--- config.mk ---
export PLATFORM = sky130hd
export DESIGN_NAME = char_msg_arbiter_flat
export DESIGN_NICKNAME = d
export VERILOG_FILES = /design/src/rtl/char_arb_pkg.sv /design/src/rtl/char_msg_arbiter_if.sv /design/src/rtl/rr_pick.sv /design/src/rtl/char_msg_arbiter.sv /design/src/flat_wrapper.sv
export SDC_FILE = /design/constraint.sdc
export NUM_CORES = 1
export LEC_CHECK = 0
export CORE_MARGIN = 3
export CORE_UTILIZATION = 35
export DETAILED_ROUTE_END_ITERATION = 10
export HOLD_SLACK_MARGIN = 0.08
export PLACE_DENSITY_LB_ADDON = 0.12
export RECOVER_POWER = 25
export SETUP_SLACK_MARGIN = 0.2
export SLEW_MARGIN = 20
export SYNTH_ARGS = -nofsm -noshare
export SYNTH_HDL_FRONTEND = slang
export SYNTH_SLANG_ARGS = --single-unit
--- constraint.sdc ---
create_clock -name _clock -period 3.3 [get_ports _clock]
set_input_delay 0.66 -clock _clock [delete_from_list [all_inputs] [get_ports _clock]]
set_output_delay 0.66 -clock _clock [all_outputs]
set_load 0.05 [all_outputs]
--- src/rtl/char_arb_pkg.sv ---
// char_arb_pkg: shared FSM state type, default terminator and index-width helper for the char arbiter
package char_arb_pkg;
  typedef enum logic {IDLE, STREAM} state_t;
  localparam logic [7:0] TERM_CHAR_DEF = 8'h00;
  function automatic int SRC_IDX_W(input int n);
    return (n > 1) ? $clog2(n) : 1;
  endfunction
endpackage

--- src/rtl/char_msg_arbiter_if.sv ---
// char_msg_arbiter_if: source/sink character handshake bundle
//   master: arbiter view (drives readies and the sink side)
//   slave : environment view (drives sources, enable and sink ready)
//   _enable          allow new grants
//   _src_valid/_src_char/_src_ready   per-source handshake, chars packed CHAR_W each
//   _out_valid/_out_ready/_out_char   sink handshake
//   _out_src/_out_last/_trunc         granted index, message end, forced-close pulse
interface char_msg_arbiter_if #(
  parameter int N_SRC  = 4,
  parameter int CHAR_W = 8
);
  import char_arb_pkg::*;
  localparam int IW = SRC_IDX_W(N_SRC);
  logic                    _enable;
  logic [N_SRC-1:0]        _src_valid;
  logic [N_SRC*CHAR_W-1:0] _src_char;
  logic [N_SRC-1:0]        _src_ready;
  logic                    _out_valid;
  logic                    _out_ready;
  logic [CHAR_W-1:0]       _out_char;
  logic [IW-1:0]           _out_src;
  logic                    _out_last;
  logic                    _trunc;
  modport master (
    input  _enable, _src_valid, _src_char, _out_ready,
    output _src_ready, _out_valid, _out_char, _out_src, _out_last, _trunc
  );
  modport slave (
    output _enable, _src_valid, _src_char, _out_ready,
    input  _src_ready, _out_valid, _out_char, _out_src, _out_last, _trunc
  );
endinterface

--- src/rtl/rr_pick.sv ---
// rr_pick: combinational round-robin picker
//   req     request vector
//   ptr     highest-priority index this round
//   gnt_idx first requester at or after ptr (mod N)
//   any     at least one request
module rr_pick
  import char_arb_pkg::*;
#(
  parameter int N = 4,
  localparam int IW = SRC_IDX_W(N)
) (
  input  logic [N-1:0]  req,
  input  logic [IW-1:0] ptr,
  output logic [IW-1:0] gnt_idx,
  output logic          any
);
  localparam logic [IW:0] NV = (IW+1)'(N);
  logic [N-1:0]  rot;
  logic [IW-1:0] off;
  logic [IW:0]   sum;
  // rotate so ptr sits at bit 0, encode lowest set bit, then rotate the index back
  assign rot = N'({req, req} >> ptr);
  always_comb begin
    off = '0;
    for (int i = N - 1; i >= 0; i--)
      if (rot[i]) off = IW'(i);
  end
  assign sum     = {1'b0, off} + {1'b0, ptr};
  assign gnt_idx = (sum >= NV) ? IW'(sum - NV) : IW'(sum);
  assign any     = |req;
endmodule

--- src/rtl/char_msg_arbiter.sv ---
// char_msg_arbiter: message-level round-robin arbiter sharing one char sink among N_SRC sources
//   _clock  rising-edge clock
//   _reset  synchronous active-low reset
//   bus     char_msg_arbiter_if.master (enable, source handshakes, sink handshake, status)
module char_msg_arbiter
  import char_arb_pkg::*;
#(
  parameter int              N_SRC     = 4,
  parameter int              CHAR_W    = 8,
  parameter logic [CHAR_W-1:0] TERM_CHAR = CHAR_W'(TERM_CHAR_DEF),
  parameter int              MAX_LEN   = 64
) (
  input logic                 _clock,
  input logic                 _reset,
  char_msg_arbiter_if.master  bus
);
  localparam int IW = SRC_IDX_W(N_SRC);
  localparam int CW = $clog2(MAX_LEN) + 1;
  state_t            state, state_nxt;
  logic [IW-1:0]     rr_ptr, g, pick;
  logic [CW-1:0]     count;
  logic [CHAR_W-1:0] chars [N_SRC];
  logic              any, grant, xfer, close, trunc_q;
  for (genvar i = 0; i < N_SRC; i++) begin : g_unpack
    assign chars[i] = bus._src_char[i*CHAR_W +: CHAR_W];
  end
  rr_pick #(.N(N_SRC)) u_pick (
    .req     (bus._src_valid),
    .ptr     (rr_ptr),
    .gnt_idx (pick),
    .any     (any)
  );
  // the granted source is passed straight through; everything is gated off in IDLE
  always_comb begin
    bus._out_valid = (state == STREAM) & bus._src_valid[g];
    bus._out_char  = (state == STREAM) ? chars[g] : '0;
    bus._src_ready = (state == STREAM && bus._out_ready) ? (N_SRC'(1) << g) : '0;
    bus._out_last  = bus._out_valid & ((bus._out_char == TERM_CHAR) | (count == CW'(MAX_LEN - 1)));
    xfer           = bus._out_valid & bus._out_ready;
    close          = xfer & bus._out_last;
    grant          = (state == IDLE) & bus._enable & any;
    state_nxt      = grant ? STREAM : close ? IDLE : state;
  end
  assign bus._out_src = (state == STREAM) ? g : '0;
  assign bus._trunc   = trunc_q;
  always_ff @(posedge _clock) begin
    if (!_reset) begin
      state   <= IDLE;
      rr_ptr  <= '0;
      g       <= '0;
      count   <= '0;
      trunc_q <= 1'b0;
    end else begin
      state   <= state_nxt;
      trunc_q <= close & (bus._out_char != TERM_CHAR);
      if (grant) begin
        g     <= pick;
        count <= '0;
      end else if (xfer) count <= count + CW'(1);
      // next search starts just past the source that finished
      if (close) rr_ptr <= (g == IW'(N_SRC - 1)) ? '0 : g + IW'(1);
    end
  end
endmodule
--- src/flat_wrapper.sv ---
// flat-port wrapper written by rule: the top's interface ports become plain ports
module char_msg_arbiter_flat import char_arb_pkg::*;
#(
  parameter int              N_SRC     = 4,
  parameter int              CHAR_W    = 8,
  parameter logic [CHAR_W-1:0] TERM_CHAR = CHAR_W'(TERM_CHAR_DEF),
  parameter int              MAX_LEN   = 64
)
  (_clock, _reset, bus__enable, bus__src_valid, bus__src_char, bus__out_ready, bus__src_ready, bus__out_valid, bus__out_char, bus__out_src, bus__out_last, bus__trunc);
  char_msg_arbiter_if #(.N_SRC(N_SRC), .CHAR_W(CHAR_W)) bus_i ();
  input logic _clock;
  input logic _reset;
  input wire logic [$bits(bus_i._enable)-1:0] bus__enable;
  input wire logic [$bits(bus_i._src_valid)-1:0] bus__src_valid;
  input wire logic [$bits(bus_i._src_char)-1:0] bus__src_char;
  input wire logic [$bits(bus_i._out_ready)-1:0] bus__out_ready;
  output wire logic [$bits(bus_i._src_ready)-1:0] bus__src_ready;
  output wire logic [$bits(bus_i._out_valid)-1:0] bus__out_valid;
  output wire logic [$bits(bus_i._out_char)-1:0] bus__out_char;
  output wire logic [$bits(bus_i._out_src)-1:0] bus__out_src;
  output wire logic [$bits(bus_i._out_last)-1:0] bus__out_last;
  output wire logic [$bits(bus_i._trunc)-1:0] bus__trunc;
  assign bus_i._enable = bus__enable;
  assign bus_i._src_valid = bus__src_valid;
  assign bus_i._src_char = bus__src_char;
  assign bus_i._out_ready = bus__out_ready;
  assign bus__src_ready = bus_i._src_ready;
  assign bus__out_valid = bus_i._out_valid;
  assign bus__out_char = bus_i._out_char;
  assign bus__out_src = bus_i._out_src;
  assign bus__out_last = bus_i._out_last;
  assign bus__trunc = bus_i._trunc;
  char_msg_arbiter #(.N_SRC(N_SRC), .CHAR_W(CHAR_W), .TERM_CHAR(TERM_CHAR), .MAX_LEN(MAX_LEN)) u_core (._clock(_clock), ._reset(_reset), .bus(bus_i));
endmodule
==> results.md <==
- Register area share after synthesis: 21.4%
- RSZ-0062 raised after global routing: no
- WS Path Type: input pin to output port
- Die ar.: 4210 um2
- Crit-path leading delay family: simple AND/OR/NAND/NOR gates
- VDD IR max: 130 uV
- Max-slew violations: 0
- Post-Route WL: 3660 um
- Max Clk Rate: 328 MHz
- Final Hold Fails: 0
- Cell Pwr Density: 256 nW/um2
- Max-slew headroom: 48.6%
- Dpl cells: 237
- CTS clk-pin slew, worst paths: 0.07 ns
- Fraction of layout cells with a size suffix above 1: 25.9%
- Placed inst area: 1850 um2
- HPWL Detailed: 2810 um
- R2r setup slk: 0.34 ns
- Final worst hold slack: 0.433 ns
- Post-Layout Cell Count: 256
- DRC violations left: 0
- Worst skew pair latency: 0.28 ns
- Wire per inst: 14.3 um
- Gr ovfl total: 0
- Final period utilization: 92.4%
- Vias: 1,303
- Warnings, synthesis: 0
- Crit path cell chain: dlygate4sd2_1, mux4_2, or4_4, o21ai_4, and2_4, buf_12
- Critical Path AT: 2.39 ns
- H-tree depth: 1
- Crit path launch type: input pin
- IO Count: 57
- Synth Area per Inst: 8.93 um2
- Ant. Diodes: 0
- Max clock buf depth: 2
- Starting Density: 38.2%
- Post-DRT Antenna Nets: 0
- Max_cap viols: 0
- Max incr delay on CP: 0.56 ns
- Rows: 20
- Status: finished clean
- Core ar.: 3180 um2
- Primary FF master, synth: dfxtp_1
- FILL cells: 298
- Mapped cell area: 1210 um2
- Pin count of the biggest net entering global routing: 18
- DR pass1 iterations: 4
- Vias per inst: 5.09
- Routability cong.: 0.744
- CP endpoint kind: output port
- Vias in the first global route: 1,277
- Die width: 64.9 um
- Post-synth cell types: 39
- CP Max Fanout: 2
- CTS Buf Count: 3
- Number of synthesized flops with an enable pin: 0
- IO buf count: 56
- Minimum clock period: 3.05 ns
- Root Driver: clkbuf_4
- Initial DRC count: 59
- Mapped Cells: 136
- P_leak: 0.864 nW
- WP buf/inv: 2
- Clock Skews: 0.00728 ns
- CP max-delay cell: or4_4
- Area delta synth->final: 62.0%
- Area contributors post-synth: dfxtp_1, mux4_1, mux4_2, ha_1, and2_1
- Required time of the critical path: 2.64 ns
- Most instantiated cells after synthesis: dfxtp_1, nor2_1, and2_1
- Largest area contributor in the netlist: dfxtp_1
- Post-route cell area: 1970 um2
- Die height: 64.9 um
- First-pass GRT wire length: 5710 um
- Layout Nets: 259
- Ys async rst share: 0%
- Final worst slack: 0.250 ns
- Slew @ Worst Pin: 0.763 ns
- Global Route Usage Sum: 17.0%
- Setup violators final: 0
- Worst min path class: flip-flop to flip-flop
- Syn_nets: 182
- Synth top area share: 21.4%
- CTS sink count: 13
- CTS tree: built
- Dpl ws: -0.0800 ns
- Initial antenna violation count: 0
- Number of synthesized register bits: 13
## where the power goes
part           internal [mW]  total (mW)  switching (mW)
logic                  0.122       0.235           0.113
registers              0.161       0.172          0.0104
clock network         0.0450      0.0967          0.0517
total                  0.329       0.503           0.175
## layer usage
metal | vias to the layer above | global-route usage (%) | part of all wire (%)
met5 | - | 0 | 0
met4 | 0 | 1.58 | 0.19
met3 | 2 | 2.77 | 3.3
met2 | 32 | 33.7 | 53
met1 | 612 | 19.5 | 43
li1 | 657 | - | -
## final timing paths
check               startpoint           endpoint  cells after the start
max          bus__src_char[24]      bus__out_last                      6
min            u_core.count[6]  u_core.bus._trunc                      1
max reg2reg        u_core.g[0]       u_core.state                     16
min reg2reg    u_core.count[6]  u_core.bus._trunc                      1
## worst reg2reg max path: cells and delay by family (launching register included)
kind	cells	cell delay (ns)
and+or+nand+nor	1	0.56
AOI/OAI and AO/OA	2	0.20
DFF	1	0.39
buffers and inverters	12	1.19
muxes	1	0.53
## sequential cells by signal, indices dropped and copies added (netlist names)
name / count
u_core.bus._trunc: 1
u_core.rr_ptr: 2
u_core.count: 7
u_core.state: 1
u_core.g: 2
## layout by cell type (no fill, tap or decap), types with 2 or more instances in the layout
| cell type | instances |
|---|---|
| xor2_1 | 4 |
| clkdlybuf4s50_1 | 13 |
| nor3_1 | 2 |
| dlygate4sd3_1 | 2 |
| nand2_1 | 3 |
| nand3_1 | 8 |
| nand4_1 | 2 |
| a31oi_1 | 2 |
| mux4_2 | 8 |
| inv_1 | 7 |
| a21oi_1 | 2 |
| and2_2 | 2 |
| o21ai_0 | 4 |
| nor3b_1 | 3 |
| o211ai_1 | 6 |
| dfxtp_1 | 12 |
| nor2_1 | 13 |
| nor4b_1 | 2 |
| or4_4 | 2 |
| and2_1 | 9 |
| buf_4 | 33 |
| dlygate4sd2_1 | 25 |
| xnor2_1 | 2 |
| o21a_1 | 2 |
| o21bai_1 | 2 |
| and3_1 | 6 |
| clkbuf_4 | 3 |
| dlymetal6s2s_1 | 6 |
| o2111ai_1 | 3 |
| ha_1 | 6 |
## cell type report
cell class | count | area, um2 | share of cell area, %
Multi-Input combinational cell | 106 | 870 | 44.2
Clock buffer | 3 | 22.5 | 1.14
Tap cell | 44 | 55.1 | 2.80
Timing Repair Buffer | 82 | 726 | 36.9
Inverter | 7 | 26.3 | 1.34
Clock inverter | 1 | 5.00 | 0.254
Sequential cell | 13 | 264 | 13.4
## through the flow
step / util [%] / setup TNS [ns] / power [mW]
6_report: 61.9 / 0 / 0.503
5_1_grt: 61.9 / 0 / 0.532
4_1_cts: 60.1 / 0 / 0.497
3_5_place_dp: 58.1 / -0.0800 / 0.391
3_3_place_gp: 58.1 / -0.0161 / 0.385
2_1_floorplan: - / 0 / 0.297
## repair_timing
| action | CTS | global route |
|---|---|---|
| buffers inserted | 10 | 5 |
| pin swaps | 4 | 4 |
| endpoints found under the setup margin | 1 | 2 |
| resized for setup | 35 | 9 |
| hold buffers | 0 | 0 |
## kinds of logic (layout without fill, tap and decap cells)
family	Yosys count	in the layout	share of synthesized area (%)
buf+inv	17	93	6.90
flops	13	13	21.4
compound gates	24	24	13.6
mux	10	10	19.1
xor+xnor	6	6	4.33
fa+ha+maj	6	6	6.18
simple gates	60	60	28.5
No activity file was read; power rests on OpenSTA's default activity.
